[src/rtl/arch_defs_pkg.sv]
// Shared SAP architecture definitions: PC width, breakpoint limit and the
// execution-controller state / halt-cause encodings.
package arch_defs_pkg;

   localparam int ADDR_WIDTH = 4;
   localparam int MAX_BP     = 8;

   typedef enum logic [1:0] {
      ST_IDLE   = 2'd0,
      ST_RUN    = 2'd1,
      ST_STEP   = 2'd2,
      ST_HALTED = 2'd3
   } exec_state_t;

   typedef enum logic [2:0] {
      CAUSE_NONE    = 3'd0,
      CAUSE_HLT     = 3'd1,
      CAUSE_BREAK   = 3'd2,
      CAUSE_USER    = 3'd3,
      CAUSE_TIMEOUT = 3'd4,
      CAUSE_STEP    = 3'd5
   } halt_cause_t;

   function automatic logic is_active(input exec_state_t s);
      return (s == ST_RUN) || (s == ST_STEP);
   endfunction

endpackage

[src/rtl/exec_bp_match.sv]
// Combinational breakpoint comparator: flags when the PC equals any enabled
// breakpoint address (bp0 in the LSBs of the packed address bus).
module exec_bp_match
   import arch_defs_pkg::*;
#(
   parameter int ADDR_WIDTH = 4,
   parameter int NUM_BP     = 2
)(
   input  logic [ADDR_WIDTH-1:0]        pc_i,
   input  logic [NUM_BP*ADDR_WIDTH-1:0] bp_addr_i,
   input  logic [NUM_BP-1:0]            bp_en_i,
   output logic                         hit_o
);

   // OR-reduce the per-breakpoint equality compares
   always_comb begin
      hit_o = 1'b0;
      for (int i = 0; i < NUM_BP; i++) begin
         if (bp_en_i[i] && (bp_addr_i[i*ADDR_WIDTH +: ADDR_WIDTH] == pc_i)) begin
            hit_o = 1'b1;
         end else begin
            hit_o = hit_o;
         end
      end
   end

endmodule

[src/rtl/exec_ctrl.sv]
// Run/step/halt execution controller for the SAP core. Optional macro
// EXEC_CTRL_PERF_EN builds the cycle/instruction counters and the cycle timeout.
module exec_ctrl
   import arch_defs_pkg::*;
#(
   parameter int ADDR_WIDTH = arch_defs_pkg::ADDR_WIDTH,
   parameter int NUM_BP     = 2,
   parameter int CNT_WIDTH  = 16,
   parameter int MAX_CYCLES = 0
)(
   input  logic                         clk,
   input  logic                         reset,
   input  logic                         run_i,
   input  logic                         step_i,
   input  logic                         halt_req_i,
   input  logic                         hlt_decoded_i,
   input  logic                         instr_done_i,
   input  logic [ADDR_WIDTH-1:0]        pc_i,
   input  logic [NUM_BP*ADDR_WIDTH-1:0] bp_addr_i,
   input  logic [NUM_BP-1:0]            bp_en_i,
   output logic                         core_en_o,
   output logic                         halted_o,
   output logic [1:0]                   state_o,
   output logic [2:0]                   halt_cause_o,
   output logic [CNT_WIDTH-1:0]         cycle_count_o,
   output logic [CNT_WIDTH-1:0]         instr_count_o
);

   localparam bit TIMEOUT_EN = (MAX_CYCLES != 32'sd0);

   exec_state_t state_q, state_d;
   halt_cause_t cause_q, cause_d;
   logic        bp_skip_q, bp_skip_d;
   logic        core_en_q, halted_q;
   logic        bp_hit_s, timeout_s;

   exec_bp_match #(
      .ADDR_WIDTH (ADDR_WIDTH),
      .NUM_BP     (NUM_BP)
   ) u_bp_match (
      .pc_i      (pc_i),
      .bp_addr_i (bp_addr_i),
      .bp_en_i   (bp_en_i),
      .hit_o     (bp_hit_s)
   );

`ifdef EXEC_CTRL_PERF_EN
   localparam logic [CNT_WIDTH-1:0] CNT_MAX    = {CNT_WIDTH{1'b1}};
   localparam logic [CNT_WIDTH-1:0] CNT_ONE    = {{(CNT_WIDTH-1){1'b0}}, 1'b1};
   localparam logic [CNT_WIDTH-1:0] TIMEOUT_AT = CNT_WIDTH'(MAX_CYCLES - 1);

   logic [CNT_WIDTH-1:0] cycle_q, instr_q;

   // Saturating counters of enabled cycles and retired instructions
   always_ff @(posedge clk) begin
      if (reset) begin
         cycle_q <= {CNT_WIDTH{1'b0}};
         instr_q <= {CNT_WIDTH{1'b0}};
      end else begin
         if (core_en_q && (cycle_q != CNT_MAX)) cycle_q <= cycle_q + CNT_ONE;
         if (core_en_q && instr_done_i && (instr_q != CNT_MAX)) instr_q <= instr_q + CNT_ONE;
      end
   end

   assign timeout_s     = TIMEOUT_EN && core_en_q && (cycle_q == TIMEOUT_AT);
   assign cycle_count_o = cycle_q;
   assign instr_count_o = instr_q;
`else
   // Without counters there is nothing to time out against
   assign timeout_s     = TIMEOUT_EN && 1'b0;
   assign cycle_count_o = {CNT_WIDTH{1'b0}};
   assign instr_count_o = {CNT_WIDTH{1'b0}};
`endif

   // Next state, halt cause and breakpoint-skip flag
   always_comb begin
      state_d   = state_q;
      cause_d   = cause_q;
      bp_skip_d = bp_skip_q;
      case (state_q)
         ST_IDLE: begin
            if (run_i)       state_d = ST_RUN;
            else if (step_i) state_d = ST_STEP;
            else             state_d = ST_IDLE;
         end
         ST_RUN, ST_STEP: begin
            if (instr_done_i) bp_skip_d = 1'b0;
            else              bp_skip_d = bp_skip_q;
            if (hlt_decoded_i) begin
               state_d = ST_HALTED;
               cause_d = CAUSE_HLT;
            end else if (instr_done_i && !bp_skip_q && bp_hit_s) begin
               state_d = ST_HALTED;
               cause_d = CAUSE_BREAK;
            end else if (halt_req_i) begin
               state_d = ST_HALTED;
               cause_d = CAUSE_USER;
            end else if (timeout_s) begin
               state_d = ST_HALTED;
               cause_d = CAUSE_TIMEOUT;
            end else if ((state_q == ST_STEP) && instr_done_i) begin
               state_d = ST_HALTED;
               cause_d = CAUSE_STEP;
            end else begin
               state_d = state_q;
            end
         end
         ST_HALTED: begin
            // HLT is terminal until reset; other causes can resume
            if (cause_q == CAUSE_HLT) begin
               state_d = ST_HALTED;
            end else if (run_i) begin
               state_d   = ST_RUN;
               bp_skip_d = (cause_q == CAUSE_BREAK);
            end else if (step_i) begin
               state_d   = ST_STEP;
               bp_skip_d = (cause_q == CAUSE_BREAK);
            end else begin
               state_d = ST_HALTED;
            end
         end
         default: begin
            state_d   = ST_IDLE;
            cause_d   = CAUSE_NONE;
            bp_skip_d = 1'b0;
         end
      endcase
   end

   // State register with registered enable/halted decodes
   always_ff @(posedge clk) begin
      if (reset) begin
         state_q   <= ST_IDLE;
         cause_q   <= CAUSE_NONE;
         bp_skip_q <= 1'b0;
         core_en_q <= 1'b0;
         halted_q  <= 1'b0;
      end else begin
         state_q   <= state_d;
         cause_q   <= cause_d;
         bp_skip_q <= bp_skip_d;
         core_en_q <= is_active(state_d);
         halted_q  <= (state_d == ST_HALTED);
      end
   end

   assign core_en_o    = core_en_q;
   assign halted_o     = halted_q;
   assign state_o      = state_q;
   assign halt_cause_o = cause_q;

endmodule
[config.mk]
export PLATFORM = sky130hd
export DESIGN_NAME = exec_ctrl
export DESIGN_NICKNAME = d
export VERILOG_FILES = /design/src/rtl/arch_defs_pkg.sv /design/src/rtl/exec_bp_match.sv /design/src/rtl/exec_ctrl.sv
export SDC_FILE = /design/constraint.sdc
export NUM_CORES = 1
export LEC_CHECK = 0
export ABC_AREA = 1
export CAP_MARGIN = 5
export CORE_ASPECT_RATIO = 1.75
export CORE_UTILIZATION = 32
export CTS_CLUSTER_DIAMETER = 60
export CTS_CLUSTER_SIZE = 25
export DETAILED_ROUTE_END_ITERATION = 12
export PLACE_DENSITY = 0.78
export SLEW_MARGIN = 15
export SYNTH_ARGS = -nofsm -noshare
export SYNTH_HDL_FRONTEND = slang
export SYNTH_SLANG_ARGS = --single-unit
[constraint.sdc]
create_clock -name clk -period 1.6 [get_ports clk]
set_input_delay 0.32 -clock clk [delete_from_list [all_inputs] [get_ports clk]]
set_output_delay 0.32 -clock clk [all_outputs]
set_load 0.02 [all_outputs]
==> results of run 1 <==
==> power by group <==
part           total, mW  internal (mW)  leakage (nW)  switching, mW
clock              0.248          0.172        0.0228         0.0761
combinational      0.753          0.343         0.613          0.410
sequential         0.299          0.257        0.0676         0.0413
==> routing by layer <==
| layer | routed length, µm | vias up |
|---|---|---|
| met3 | 208 | 2 |
| met5 | 0 | - |
| met1 | 649 | 399 |
| met2 | 1070 | 51 |
| li1 | - | 444 |
| met4 | 6 | 0 |
==> final timing paths <==
check / slack [ns] / to / from / cells past startpoint
worst min register to register: 0.52 / halt_cause_o[2]$_SDFFE_PP0P_ / halt_cause_o[2]$_SDFFE_PP0P_ / 2
worst min-delay path: 0.52 / halt_cause_o[2]$_SDFFE_PP0P_ / halt_cause_o[2]$_SDFFE_PP0P_ / 2
worst max register to register: 0.05 / core_en_o$_SDFF_PP0_ / state_o[0]$_SDFF_PP0_ / 12
worst max-delay path: 0.05 / core_en_o$_SDFF_PP0_ / state_o[0]$_SDFF_PP0_ / 12
==> kinds of logic (layout without fill, tap and decap cells) <==
family | count (synthesis) | in the layout | share of synthesized area, %
AO/OA/AOI/OAI | 10 | 10 | 6.77
XOR/XNOR | 2 | 2 | 2.02
adder cells (fa/ha/maj) | 4 | 4 | 5.76
buffers and inverters | 55 | 70 | 37.6
flip-flops | 8 | 8 | 18.4
other | 1 | 32 | 0.432
AND/OR/NAND/NOR | 58 | 58 | 29.0
==> layout make-up <==
type,count,area (µm²)
inverters,23,91.3
multi-input cells,106,578
flip-flops and latches,8,169
repair buffers,43,362
clock buffers,4,45.0
fillers,255,1240
well taps,26,32.5
==> state kept, by name, indices dropped and copies added (netlist names) <==
name          count
halted_o          1
core_en_o         1
state_o           2
halt_cause_o      3
bp_skip_q         1
==> placed cells by master (no fill, tap or decap), types with 4 or more instances in the layout <==
master,Yosys,layout
inv_1,21,15
clkdlybuf4s50_1,0,10
dfxtp_1,8,5
buf_4,32,16
conb_1,1,32
dlygate4sd2_1,0,5
inv_2,1,5
nor2_1,15,14
nand2_2,6,12
clkbuf_2,0,5
nand2_1,28,22
a21oi_2,1,4
==> per-stage QoR <==
| stage | std cells | hold slack [ns] |
|---|---|---|
| after CTS | 207 | 0.491 |
| final | 210 | 0.516 |
| after global routing | 210 | 0.559 |
| after floorplan | 169 | 0.373 |
| after detailed placement | 199 | 0.487 |
| after global placement | 199 | 0.490 |
==> what timing repair did <==
action / CTS / global route
setup endpoints to repair: 5 / 4
setup buffers: 4 / 3
gates resized for setup: 17 / 42
pin swaps: 14 / 20
==> critical path: cells and delay by family, from the launching register on <==
family / cells / cell delay, ns
adder cells (fa/ha/maj): 2 / 0.41
buffers and inverters: 4 / 0.22
flip-flops: 1 / 0.37
AND/OR/NAND/NOR: 6 / 0.46
==> run_results.csv, run 1 <==
group,metric,value,unit
run_status,status,"finished clean",
grt,grtUsageMet2,23.4,%
setup_path,critPathArrivalTime,1.71,ns
logic_synthesis,synth_area_per_cell,6.29,µm²
logic_synthesis,synth_area,868,µm²
logic_synthesis,async_flop_share,0,%
logic_synthesis,synth_edf_count,0,
clock_network,root_buffer,"clkbuf_8",
grt,grt_pass1_vias,715,
clock_network,insertion_delay,0.23,ns
placed_design,finalWeightedCongestion,0.779,
setup_path,end_kind,"register",
die,fp.dieH,70.9,µm
timing,finalCriticalPeriod,1.55,ns
placed_design,placed_cell_area,0.00114,mm²
logic_synthesis,synth_most_common_cell,"buf_4",
detailed_routing,antenna_left,0,
layout,final_core_util,50.6,%
clock_network,clkTransAtPathRegs,0.04,ns
timing,rsz0062_at_grt,"true",
timing,slew_viol_final,0,
grt,grtUsageMet1,9.41,%
detailed_routing,viasPerCell,4.27,
detailed_routing,drt_pass1_iterations,5,
grt,grt_overflow,0,
logic_synthesis,synthTopCellsByCount,"32 x buf_4, 28 x nand2_1, 21 x inv_1",
detailed_routing,drt_iter0_markers,18,
clock_network,cts_tree,"yes",
logic_synthesis,ys_warn_count,0,
grt,use_met3,3.13,%
clock_network,cts_hold_buf,0,
timing,final_hold_viol_count,0,
power_and_ir_drop,ir_worst_vdd,0.671,mV
setup_path,crit_path_frequent_cell,"nand2_2",
logic_synthesis,synth_cell_types,21,
timing,clock_skew,0.00487,ns
setup_path,cp_slowest_cell,"dfxtp_4",
detailed_routing,drc,0,
setup_path,max_stage_delay,0.37,ns
grt,antenna_found_initial,0,
die,coreArea,0.00252,mm²
timing,setup_tns,0,ns
detailed_routing,wl_per_cell,9.19,µm
clock_network,cts_made_buffers,3,
layout,antennaDiodeCount,0,
setup_path,crit_chain,"inv_4 > ha_2 > nand2_2 > buf_4 > nand3_2 > nand2_2 > nand2_2 > nand2_2 > inv_2 > ha_4 > inv_1 > nor2_1",
detailed_routing,vias,896,
power_and_ir_drop,total_power,1.30,mW
logic_synthesis,synth_flop_cell,"dfxtp_1",
die,fp.dieW,41.4,µm
die,dieArea,0.00293,mm²
timing,fmax,0.643,GHz
placed_design,hpwlAfterDp,1.38,mm
logic_synthesis,syn_inst,138,
setup_path,cp_data_required_time,1.76,ns
hold_path,hold_class,"reg2reg",
logic_synthesis,synth_top_area_share,27.7,%
setup_path,path_class,"reg2reg",
clock_network,cts.sinks,8,
layout,drive_above_1_share,33.7,%
grt,busiest_layer,"met2",
layout,area_growth_syn_to_layout,47.1,%
timing,period_share,97.2,%
power_and_ir_drop,cellPowerDensity,1020,mW/mm²
grt,grt_use_total,11.7,%
logic_synthesis,ys_top_cells_by_area,"buf_4 28%, dfxtp_1 18%, nand2_1 12%",
setup_path,path_max_fanout,4,
timing,layout_setup_ws,0.0452,ns
die,io_pins,60,
placed_design,dp_worst_setup_slack,-0.463,ns
power_and_ir_drop,p_leak,0.703,nW
placed_design,numPortBuffers,27,
logic_synthesis,synth.largest_area_cell,"buf_4",
run,maxCapViolCount,0,
clock_network,htreeDepth,1,
die,start_util,34.4,%
layout,fin_area,0.00128,mm²
logic_synthesis,ys_seq_area_share,18.4,%
grt,grt_pass1_wl,2.51,mm
setup_path,cp-start-kind,"register",
logic_synthesis,synth_seq_cells,8,
layout,fin_nets,210,
die,core.rowCount,24,
detailed_routing,totalWireLength,1.93,mm
grt,grt_max_degree,6,
timing,setup_viol,0,
clock_network,clockBufferDepth,2,
Note: power is estimated with default switching activity, not from simulation.
==> run 2, diff against run 1 <==
CORE_UTILIZATION = 38   (was 32)
PLACE_DENSITY = 0.87   (was 0.78)
clock period = 2 ns   (was 1.6 ns; I/O delays follow)
==> run 2 against run 1 <==
  * Via count decreased by 12%
  * Final area decreased by 13%
  * Clock power down 51%
  * Largest power group unchanged
  * Core utilization is 2.0 points higher
  * Largest cell class unchanged
  * Sequential share of layout area increased by 1.1 points
==> run_results.csv, run 2 (synthesis results as in run 1) <==
group,metric,value,unit
layout,area_growth_syn_to_layout,28.4,%
timing,finalCriticalPeriod,1.83,ns
run_status,status,"finished clean",
setup_path,cp_data_required_time,2.13,ns
power_and_ir_drop,cellPowerDensity,727,mW/mm²
clock_network,cts_hold_buf,0,
layout,final_cell_count_no_fill,196,
hold_path,hold_class,"reg2reg",
power_and_ir_drop,p_leak,0.639,nW
detailed_routing,vias,786,
grt,grt_max_degree,6,
timing,setup_viol,0,
timing,rsz0062_at_grt,"false",
placed_design,place_inst,192,
placed_design,finalWeightedCongestion,0.860,
layout,fin_nets,199,
layout,final_cell_mix,"32 x conb_1, 28 x nand2_1, 23 x clkdlybuf4s50_1",
power_and_ir_drop,total_power,0.810,mW
clock_network,cts.sinks,8,
layout,drive_above_1_share,10.5,%
clock_network,cts_made_buffers,3,
clock_network,clockBufferDepth,2,
timing,final_hold_viol_count,0,
setup_path,crit_path_end,"core_en_o$_SDFF_PP0_",
layout,largest_register_ffs,3,
detailed_routing,antenna_left,0,
grt,grt_overflow,0,
placed_design,placed_cell_area,0.00107,mm²
grt,grt_pass1_vias,657,
setup_path,r2r_cells,9,
setup_path,worstReg2RegEnd,"core_en_o$_SDFF_PP0_",
setup_path,path_max_fanout,4,
detailed_routing,totalWireLength,1.62,mm
layout,layout_commonest_cell,"conb_1",
die,fp.dieW,38.1,µm
clock_network,htreeDepth,1,
layout,fin_area,0.00111,mm²
setup_path,critPathArrivalTime,1.96,ns
clock_network,root_buffer,"clkbuf_4",
die,coreArea,0.00212,mm²
setup_path,cp-start-kind,"input pin",
setup_path,path_class,"in2reg",
detailed_routing,drt_pass1_iterations,4,
layout,antennaDiodeCount,0,
timing,slew_viol_final,0,
grt,grt_pass1_wl,2.28,mm
placed_design,numPortBuffers,27,
clock_network,insertion_delay,0.25,ns
hold_path,holdCritStartpoint,"halt_cause_o[2]$_SDFFE_PP0P_",
setup_path,end_kind,"register",
run,maxCapViolCount,0,
timing,holdWs,0.499,ns
die,core.rowCount,22,
die,fp.dieH,65.2,µm
setup_path,r2r-start,"state_o[0]$_SDFF_PP0_",
die,dieArea,0.00249,mm²
power_and_ir_drop,ir_worst_vdd,0.388,mV
clock_network,cts_tree,"yes",
die,io_pins,60,
grt,grt_use_total,12.4,%
grt,antenna_found_initial,0,
detailed_routing,drc,0,
layout,final_core_util,52.6,%
detailed_routing,drt_iter0_markers,11,
detailed_routing,wl_per_cell,8.29,µm
setup_path,r2r_setup_slack,0.19,ns
detailed_routing,viasPerCell,4.01,
timing,clock_skew,0.00667,ns
placed_design,hpwlAfterDp,1.38,mm
clock_network,clkTransAtPathRegs,0.05,ns
timing,fmax,0.548,GHz
timing,period_share,91.3,%
setup_path,startpoint,"bp_addr_i[5]",
die,start_util,41.0,%
-- run 2: changes by cell type in the layout (fill, tap and decap cells not counted), moves of 4 or more --
cell,before,now
buf_4,16,5
clkbuf_2,5,0
clkdlybuf4s50_1,10,23
dlygate4sd2_1,5,0
ha_1,0,4
inv_1,15,21
inv_2,5,1
nand2_1,22,28
nand2_2,12,6
-- run 2: cell type report --
type / count / area [µm²]
sequential: 8 / 160
timing repair buffer: 32 / 318
fill: 225 / 1000
inverter: 23 / 86.3
tap: 24 / 30.0
clock buffer: 3 / 22.5
multi-input combinational: 106 / 498
-- run 2: worst min-delay path by stage --
stage                                    to  slack (ns)  depth (start not counted)
5_1_grt        halt_cause_o[2]$_SDFFE_PP0P_        0.53                          2
3_3_place_gp   halt_cause_o[2]$_SDFFE_PP0P_        0.50                          2
2_1_floorplan         state_o[1]$_SDFF_PP0_        0.46                          1
4_1_cts        halt_cause_o[2]$_SDFFE_PP0P_        0.51                          2
3_5_place_dp   halt_cause_o[2]$_SDFFE_PP0P_        0.50                          2
6_report       halt_cause_o[2]$_SDFFE_PP0P_        0.50                          2
-- run 2: where the power goes --
part / leakage (nW) / internal, mW / switching, mW
clock: 0.0138 / 0.0686 / 0.0531
combinational: 0.559 / 0.197 / 0.266
sequential: 0.0660 / 0.201 / 0.0247
total: 0.639 / 0.466 / 0.344
-- run 2: worst max-delay path, stage by stage --
cell	delay [ns]
clkdlybuf4s50_1	0.48
inv_1	0.04
nand2_1	0.04
nand2_1	0.04
nor2_1	0.11
nand3_1	0.07
nand2_1	0.07
nand2_2	0.08
nand2_1	0.06
nand2_1	0.07
nand2_1	0.08
nand2_2	0.05
nand2_1	0.05
ha_1	0.22
inv_1	0.05
nor2_1	0.03
-- run 2: what timing repair did --
| action | CTS | global route |
|---|---|---|
| gates resized for setup | 0 | 4 |
| setup endpoints to repair | 0 | 1 |
| hold endpoints to repair | 0 | 0 |
| setup buffers | 0 | 1 |
-- run 2: layer usage --
metal	track usage [%]	wire length (µm)	vias up	share of wire, %
li1	-	-	423	-
met4	6.70	14	0	0.86
met2	23.9	881	39	54
met1	10.3	575	322	35
met5	0	0	-	0
met3	3.38	153	2	9.4
-- run 2: stage by stage --
| stage | worst slack, ns | setup TNS [ns] |
|---|---|---|
| global route | 0.00318 | 0 |
| detailed placement | -0.136 | -0.179 |
| global placement | -0.117 | -0.136 |
| floorplan | 0.162 | 0 |
| finish | 0.175 | 0 |
| CTS | 0.127 | 0 |
